## src/rtl/lw_rpt_pkg.sv

```systemverilog
// Shared constants, the snapshot record and small helpers for the
// cluster-7 lw report collector.
package lw_rpt_pkg;

    // Report geometry: 10 LTL automata, 4 report outputs each.
    localparam int N_LTL       = 10;
    localparam int RPT_PER_LTL = 4;
    localparam int N_RPT       = N_LTL * RPT_PER_LTL;
    localparam int ID_W        = 6;

    // Timestamp, buffering and drop accounting widths.
    localparam int CYC_W       = 32;
    localparam int SNAP_DEPTH  = 4;
    localparam int SNAP_AW     = $clog2(SNAP_DEPTH);
    localparam int DROP_W      = 16;

    // One reporting cycle: the raw report bits and the cycle stamp.
    typedef struct packed {
        logic [N_RPT-1:0] vec;
        logic [CYC_W-1:0] stamp;
    } snap_t;

    // Flat report index of output k (0..3 = out_4/out_6/out_9/out_11)
    // of automaton ltl_n.
    function automatic logic [ID_W-1:0] rpt_index(input int unsigned ltl_n,
                                                  input int unsigned k);
        return ID_W'(ltl_n * RPT_PER_LTL + k);
    endfunction

    // Index of the lowest set bit; returns 0 for an all-zero vector.
    function automatic logic [ID_W-1:0] lowest_set(input logic [N_RPT-1:0] vec);
        logic [ID_W-1:0] idx;
        idx = '0;
        // Scan downward so the lowest set bit is the last one written.
        for (int i = N_RPT - 1; i >= 0; i--) begin
            if (vec[i]) begin
                idx = ID_W'(i);
            end
        end
        return idx;
    endfunction

endpackage

```

## src/rtl/lw_rpt_snap_fifo.sv

```systemverilog
// Small synchronous FIFO of snapshot records. A push into a full FIFO is
// accepted when the head is popped in the same cycle.
module lw_rpt_snap_fifo
    import lw_rpt_pkg::*;
(
    input  logic  clk,
    input  logic  reset,
    input  logic  i_push,
    input  snap_t i_push_data,
    input  logic  i_pop,
    output snap_t o_head,
    output logic  o_full,
    output logic  o_empty
);

    snap_t              r_mem [SNAP_DEPTH];
    logic [SNAP_AW-1:0] r_wr_ptr;
    logic [SNAP_AW-1:0] r_rd_ptr;
    logic [SNAP_AW:0]   r_count;

    logic w_do_push;
    logic w_do_pop;

    assign o_full    = (r_count == (SNAP_AW + 1)'(SNAP_DEPTH));
    assign o_empty   = (r_count == '0);
    assign w_do_pop  = i_pop && !o_empty;
    assign w_do_push = i_push && (!o_full || w_do_pop);
    assign o_head    = r_mem[r_rd_ptr];

    // Pointer and occupancy bookkeeping; depth is a power of two so the
    // pointers simply wrap.
    always_ff @(posedge clk) begin
        // NOTE: state registers use non-blocking assignments so every
        // always_ff samples the pre-edge values of the others.
        if (reset) begin
            r_wr_ptr <= '0;
            r_rd_ptr <= '0;
            r_count  <= '0;
        end else begin
            if (w_do_push) begin
                r_wr_ptr <= r_wr_ptr + 1'b1;
            end
            if (w_do_pop) begin
                r_rd_ptr <= r_rd_ptr + 1'b1;
            end
            if (w_do_push && !w_do_pop) begin
                r_count <= r_count + 1'b1;
            end else if (w_do_pop && !w_do_push) begin
                r_count <= r_count - 1'b1;
            end
        end
    end

    // Entry storage.
    always_ff @(posedge clk) begin
        // NOTE: the storage array is deliberately not reset; the cleared
        // pointers and count already mark every entry as invalid.
        if (w_do_push) begin
            r_mem[r_wr_ptr] <= i_push_data;
        end
    end

endmodule

```

## src/rtl/lw_report_collector_c7.sv

```systemverilog
// Report collector for the cluster-7 lw automata stage: stamps each
// reporting symbol cycle, buffers it as a snapshot and serializes its set
// bits as (report id, cycle stamp) events on a valid/ready interface.
module lw_report_collector_c7
    import lw_rpt_pkg::*;
(
    input  logic              clk,
    input  logic              reset,
    input  logic              run,
    input  logic [N_RPT-1:0]  report_vec,
    output logic              rpt_valid,
    input  logic              rpt_ready,
    output logic [ID_W-1:0]   rpt_id,
    output logic [CYC_W-1:0]  rpt_cycle,
    output logic              overflow,
    output logic [DROP_W-1:0] drop_cnt
);

    // Symbol-cycle counter.
    logic [CYC_W-1:0]  r_cycle_cnt;

    // Working copy of the head snapshot once its first bit has been taken.
    logic              r_work_active;
    logic [N_RPT-1:0]  r_work_vec;

    // Output event register.
    logic              r_valid;
    logic [ID_W-1:0]   r_id;
    logic [CYC_W-1:0]  r_cycle;

    // Drop accounting.
    logic              r_overflow;
    logic [DROP_W-1:0] r_drop_cnt;

    // FIFO interface.
    snap_t             w_push_data;
    snap_t             w_head;
    logic              w_fifo_full;
    logic              w_fifo_empty;

    // Serializer decode.
    logic [N_RPT-1:0]  w_head_vec;
    logic [ID_W-1:0]   w_idx;
    logic [N_RPT-1:0]  w_rem;
    logic              w_load;
    logic              w_take;
    logic              w_pop;
    logic              w_capture;
    logic              w_push;
    logic              w_drop;

    assign w_push_data.vec   = report_vec;
    assign w_push_data.stamp = r_cycle_cnt;

    lw_rpt_snap_fifo u_snap_fifo (
        .clk         (clk),
        .reset       (reset),
        .i_push      (w_push),
        .i_push_data (w_push_data),
        .i_pop       (w_pop),
        .o_head      (w_head),
        .o_full      (w_fifo_full),
        .o_empty     (w_fifo_empty)
    );

    // Pick the next event from the head snapshot and decide push/pop/drop.
    always_comb begin
        // NOTE: every signal gets a value before any condition so no latch
        // can be inferred.
        w_head_vec = w_head.vec;
        if (r_work_active) begin
            w_head_vec = r_work_vec;
        end
        w_idx     = lowest_set(w_head_vec);
        w_rem     = w_head_vec & ~(N_RPT'(1) << w_idx);
        w_load    = !r_valid || rpt_ready;
        w_take    = w_load && !w_fifo_empty;
        // The head retires in the cycle its last set bit moves out.
        w_pop     = w_take && (w_rem == '0);
        w_capture = run && (report_vec != '0);
        w_push    = w_capture && (!w_fifo_full || w_pop);
        w_drop    = w_capture && !w_push;
    end

    // Cycle counter: advances once per valid symbol, wraps naturally.
    always_ff @(posedge clk) begin
        if (reset) begin
            r_cycle_cnt <= '0;
        end else if (run) begin
            r_cycle_cnt <= r_cycle_cnt + 1'b1;
        end
    end

    // Working copy of the head vector with already-emitted bits cleared.
    always_ff @(posedge clk) begin
        if (reset) begin
            r_work_active <= 1'b0;
            r_work_vec    <= '0;
        end else if (w_take) begin
            r_work_active <= !w_pop;
            r_work_vec    <= w_rem;
        end
    end

    // Output register: reloads when empty or when the current event is taken.
    always_ff @(posedge clk) begin
        if (reset) begin
            r_valid <= 1'b0;
            r_id    <= '0;
            r_cycle <= '0;
        end else if (w_load) begin
            r_valid <= w_take;
            if (w_take) begin
                r_id    <= w_idx;
                r_cycle <= w_head.stamp;
            end
        end
    end

    // Sticky overflow flag and saturating drop counter.
    always_ff @(posedge clk) begin
        if (reset) begin
            r_overflow <= 1'b0;
            r_drop_cnt <= '0;
        end else if (w_drop) begin
            r_overflow <= 1'b1;
            if (r_drop_cnt != '1) begin
                r_drop_cnt <= r_drop_cnt + 1'b1;
            end
        end
    end

    assign rpt_valid = r_valid;
    assign rpt_id    = r_id;
    assign rpt_cycle = r_cycle;
    assign overflow  = r_overflow;
    assign drop_cnt  = r_drop_cnt;

endmodule

```

## config.mk

```make
export PLATFORM = sky130hd
export DESIGN_NAME = lw_report_collector_c7
export DESIGN_NICKNAME = d
export VERILOG_FILES = /design/src/rtl/lw_rpt_pkg.sv /design/src/rtl/lw_rpt_snap_fifo.sv /design/src/rtl/lw_report_collector_c7.sv
export SDC_FILE = /design/constraint.sdc
export NUM_CORES = 1
export LEC_CHECK = 0
export CORE_AREA = 8 8 193 195
export CTS_BUF_LIST = sky130_fd_sc_hd__clkbuf_8
export CTS_CLUSTER_SIZE = 30
export DETAILED_ROUTE_END_ITERATION = 7
export DIE_AREA = 0 0 201 203
export PLACE_DENSITY = 0.77
export SLEW_MARGIN = 20
export SYNTH_ARGS = -nofsm -noshare
export SYNTH_HDL_FRONTEND = slang
export SYNTH_SLANG_ARGS = --single-unit
```

## constraint.sdc

```tcl
create_clock -name clk -period 8.4 [get_ports clk]
set_clock_uncertainty 0.2 [all_clocks]
set_input_delay 1.26 -clock clk [delete_from_list [all_inputs] [get_ports clk]]
set_output_delay 1.26 -clock clk [all_outputs]
set_load 0.03 [all_outputs]
```

==> key figures <==
Placement
  • HPWL Detailed: 33500 um
  • Setup Slack @ Placement: 1.32 ns
  • Cell Area, Placed: 20000 um^2
  • IO buf count: 99
  • Dpl cells: 1993
  • GP Congestion: 0.956

Setup path
  • CP startpoint kind: flop
  • Worst path required time: 8.75 ns
  • CP endpoint kind: flop
  • Crit path max-delay cell type: dfxtp_4
  • CP peak stage delay: 0.72 ns
  • Crit Path Category: reg -> reg
  • CP arrival: 7.66 ns
  • Reg2reg setup slack: 1.09 ns
  • CP Max Fanout: 36
  • Crit path cell chain: buf_4, mux2_2, mux2i_1, a32oi_1, a221oi_1, o2111ai_1, a32oi_1, o211ai_1, o21ai_0, nand3_1, a2111oi_0, nand3_1, a21boi_2, ha_1, inv_1, fa_1, xor2_1, or3_1, a21oi_1

Timing
  • Worst Setup Slack, final: 1.09 ns
  • F_max: 137 MHz
  • Count of final hold-check violations: 0
  • Setup violations, final: 0
  • Slew @ Worst Pin: 1.03 ns
  • Final hold slack: 0.253 ns
  • Slew HR: 0.312
  • RSZ-0062 raised after global routing: no
  • Fin Setup TNS: 0 ns
  • Post-layout min period: 7.31 ns
  • Final period util: 0.870
  • Max-slew violation count: 0

Pwr
  • Final Power: 5.59 mW
  • Power per cell area: 262 nW/um^2
  • Peak supply drop: 0.000167 V
  • Leakage power: 7.16 nW

Synthesis
  • Yosys warning count: 0
  • Syn Inst Count: 1496
  • Syn Nets: 1548
  • Yosys cell types: 96
  • Ys flop type: edfxtp_1
  • Yosys top cell area share: 0.466
  • Ranking of synthesized cells by area: edfxtp_1, dfxtp_1, mux4_2
  • Area leader, netlist: edfxtp_1
  • FF+latch count, synth: 426
  • Mean area per synthesized cell: 12.4 um^2
  • EDFF count, synth: 288
  • Synth Cell Area: 18600 um^2
  • FFs w/ async S/R, synth: 0
  • Post-synthesis sequential area ratio: 0.615

CTS
  • Setup Buffers After CTS: 0
  • H-tree level count: 3
  • Hold_buf cts: 0
  • CTS tree: done
  • Post-CTS Resized: 0
  • CTS clock-pin slew for the worst setup and hold paths: 0.06 ns
  • Worst skew pair latency: 0.62 ns
  • Root Buffer: clkbuf_8
  • Clock Sinks: 426
  • Num CTS Buffers: 70
  • Clock tree buffer depth: 3

Die
  • Rows: 68
  • Die area: 40800 um^2
  • DIE WIDTH: 201 um
  • Initial core utilization: 0.544
  • Ports: 100
  • Chip height: 203 um
  • Core Box Area: 34100 um^2

Route
  • Final wirelength: 49100 um
  • Via count: 13000
  • Vias per cell: 6.11
  • Drt wl/cell: 23.1 um
  • DRC viols: 0
  • DRT Pass-1 Iters: 5
  • DRT iter0 DRCs: 1125
  • Final antenna-violating net count: 0

Hold path
  • HP Class: reg -> reg
  • Hold Crit Start: rpt_cycle[29]$_SDFFE_PP0P_

Cells and area
  • Final Cell Area: 21300 um^2
  • Filler instances: 2596
  • Post-Layout Cell Count: 2122
  • N_diodes: 0
  • Ratio of cells with drive above 1 in the final layout: 0.131
  • Final core utilization: 0.625
  • Synth-to-Final Area Change: 14.9%
  • Fin nets: 1662

Global route
  • First-pass GRT wire length: 75800 um
  • Vias in the first global route: 12900
  • GRT Overall Usage: 0.237
  • Total gr overflow: 0
  • Largest net degree at the start of global routing: 94
  • Initial antenna violation count: 0

Job
  • MaxCap Viol Count: 0

Status
  • Status: finished, final reports clean
[flip-flops by register name, summed over array words and instances (netlist names), 2 cells and up, named ones only]
| register | flops |
|---|---|
| drop_cnt | 16 |
| r_cycle_cnt | 32 |
| r_work_vec | 40 |
| rpt_cycle | 32 |
| rpt_id | 6 |
| u_snap_fifo.r_count | 3 |
| u_snap_fifo.r_mem | 288 |
| u_snap_fifo.r_rd_ptr | 2 |
| u_snap_fifo.r_wr_ptr | 2 |
[power breakdown]
part	switching (mW)	leakage (nW)	internal, mW	total (mW)
Sequential	0.106	3.85	2.43	2.54
Combinational	0.890	2.53	0.416	1.31
Clock	0.817	0.781	0.926	1.74
Total	1.81	7.16	3.78	5.59
[kinds of logic (layout without fill, tap and decap cells)]
group                      count (synthesis)  in the layout  share of synthesized area
DFF                                      426            426                      0.615
adders and majority gates                  8              8                    0.00580
buffers and inverters                     95            266                     0.0247
and+or+nand+nor                          520            520                      0.134
xor gates and xnor gates                  26             26                     0.0123
muxes                                    149            149                      0.110
AOI/OAI and AO/OA                        272            272                     0.0989
[per-layer routing]
metal,vias up,wire (um),global-route usage
met2,521,23200,0.383
met3,88,2940,0.0395
li1,5918,-,-
met1,6432,21700,0.321
met4,0,1230,0.0875
met5,-,0,0
[layout by cell type (no fill, tap or decap), types with 15 or more instances in the layout]
master and n:
mux2i_1 78, clkbuf_8 79, edfxtp_1 288, clkdlybuf4s50_1 98, and3_1 18, nor2_1 108, nand3_1 62, xor2_1 22
nand4_1 15, mux2_2 27, nand2_1 186, nor4_1 15, inv_1 40, o21ai_0 37, buf_4 17, a21oi_1 102
mux4_2 40, nand2b_1 19, or3_1 19, dfxtp_1 135
[final timing paths]
path | endpoint | cells past startpoint
worst min register to register | rpt_cycle[29]$_SDFFE_PP0P_ | 2
worst min-delay path | rpt_cycle[29]$_SDFFE_PP0P_ | 2
worst max register to register | u_snap_fifo.r_count[2]$_SDFFE_PP0P_ | 19
worst max-delay path | u_snap_fifo.r_count[2]$_SDFFE_PP0P_ | 19
[cell type report]
class	instances	area, um^2	share of cell area
multi-input cells	975	6740	0.316
repair buffers	119	1190	0.0557
well taps	455	569	0.0267
clock inverters	50	267	0.0125
clock buffers	79	1090	0.0510
flip-flops and latches	426	11400	0.535
inverters	18	67.6	0.00317
[Yosys cell counts (all sizes together), types with 17 or more instances]
cell type	number
edfxtp	288
nand2	187
dfxtp	138
nor2	111
a21oi	104
mux2i	78
nand3	62
clkbuf	40
mux4	40
o21ai	38
buf	37
mux2	31
xor2	22
or3	20
and3	19
nand2b	19
inv	17
[worst max-delay path: cells and delay by family (launching register included)]
family          cells  cell delay [ns]
compound gates      9             3.49
xor+xnor            1             0.16
fa+ha+maj           2             0.62
buf+inv             2             0.61
flops               1             0.72
mux                 2             0.64
simple gates        3             0.74
No activity file was read; power rests on OpenSTA's default activity.
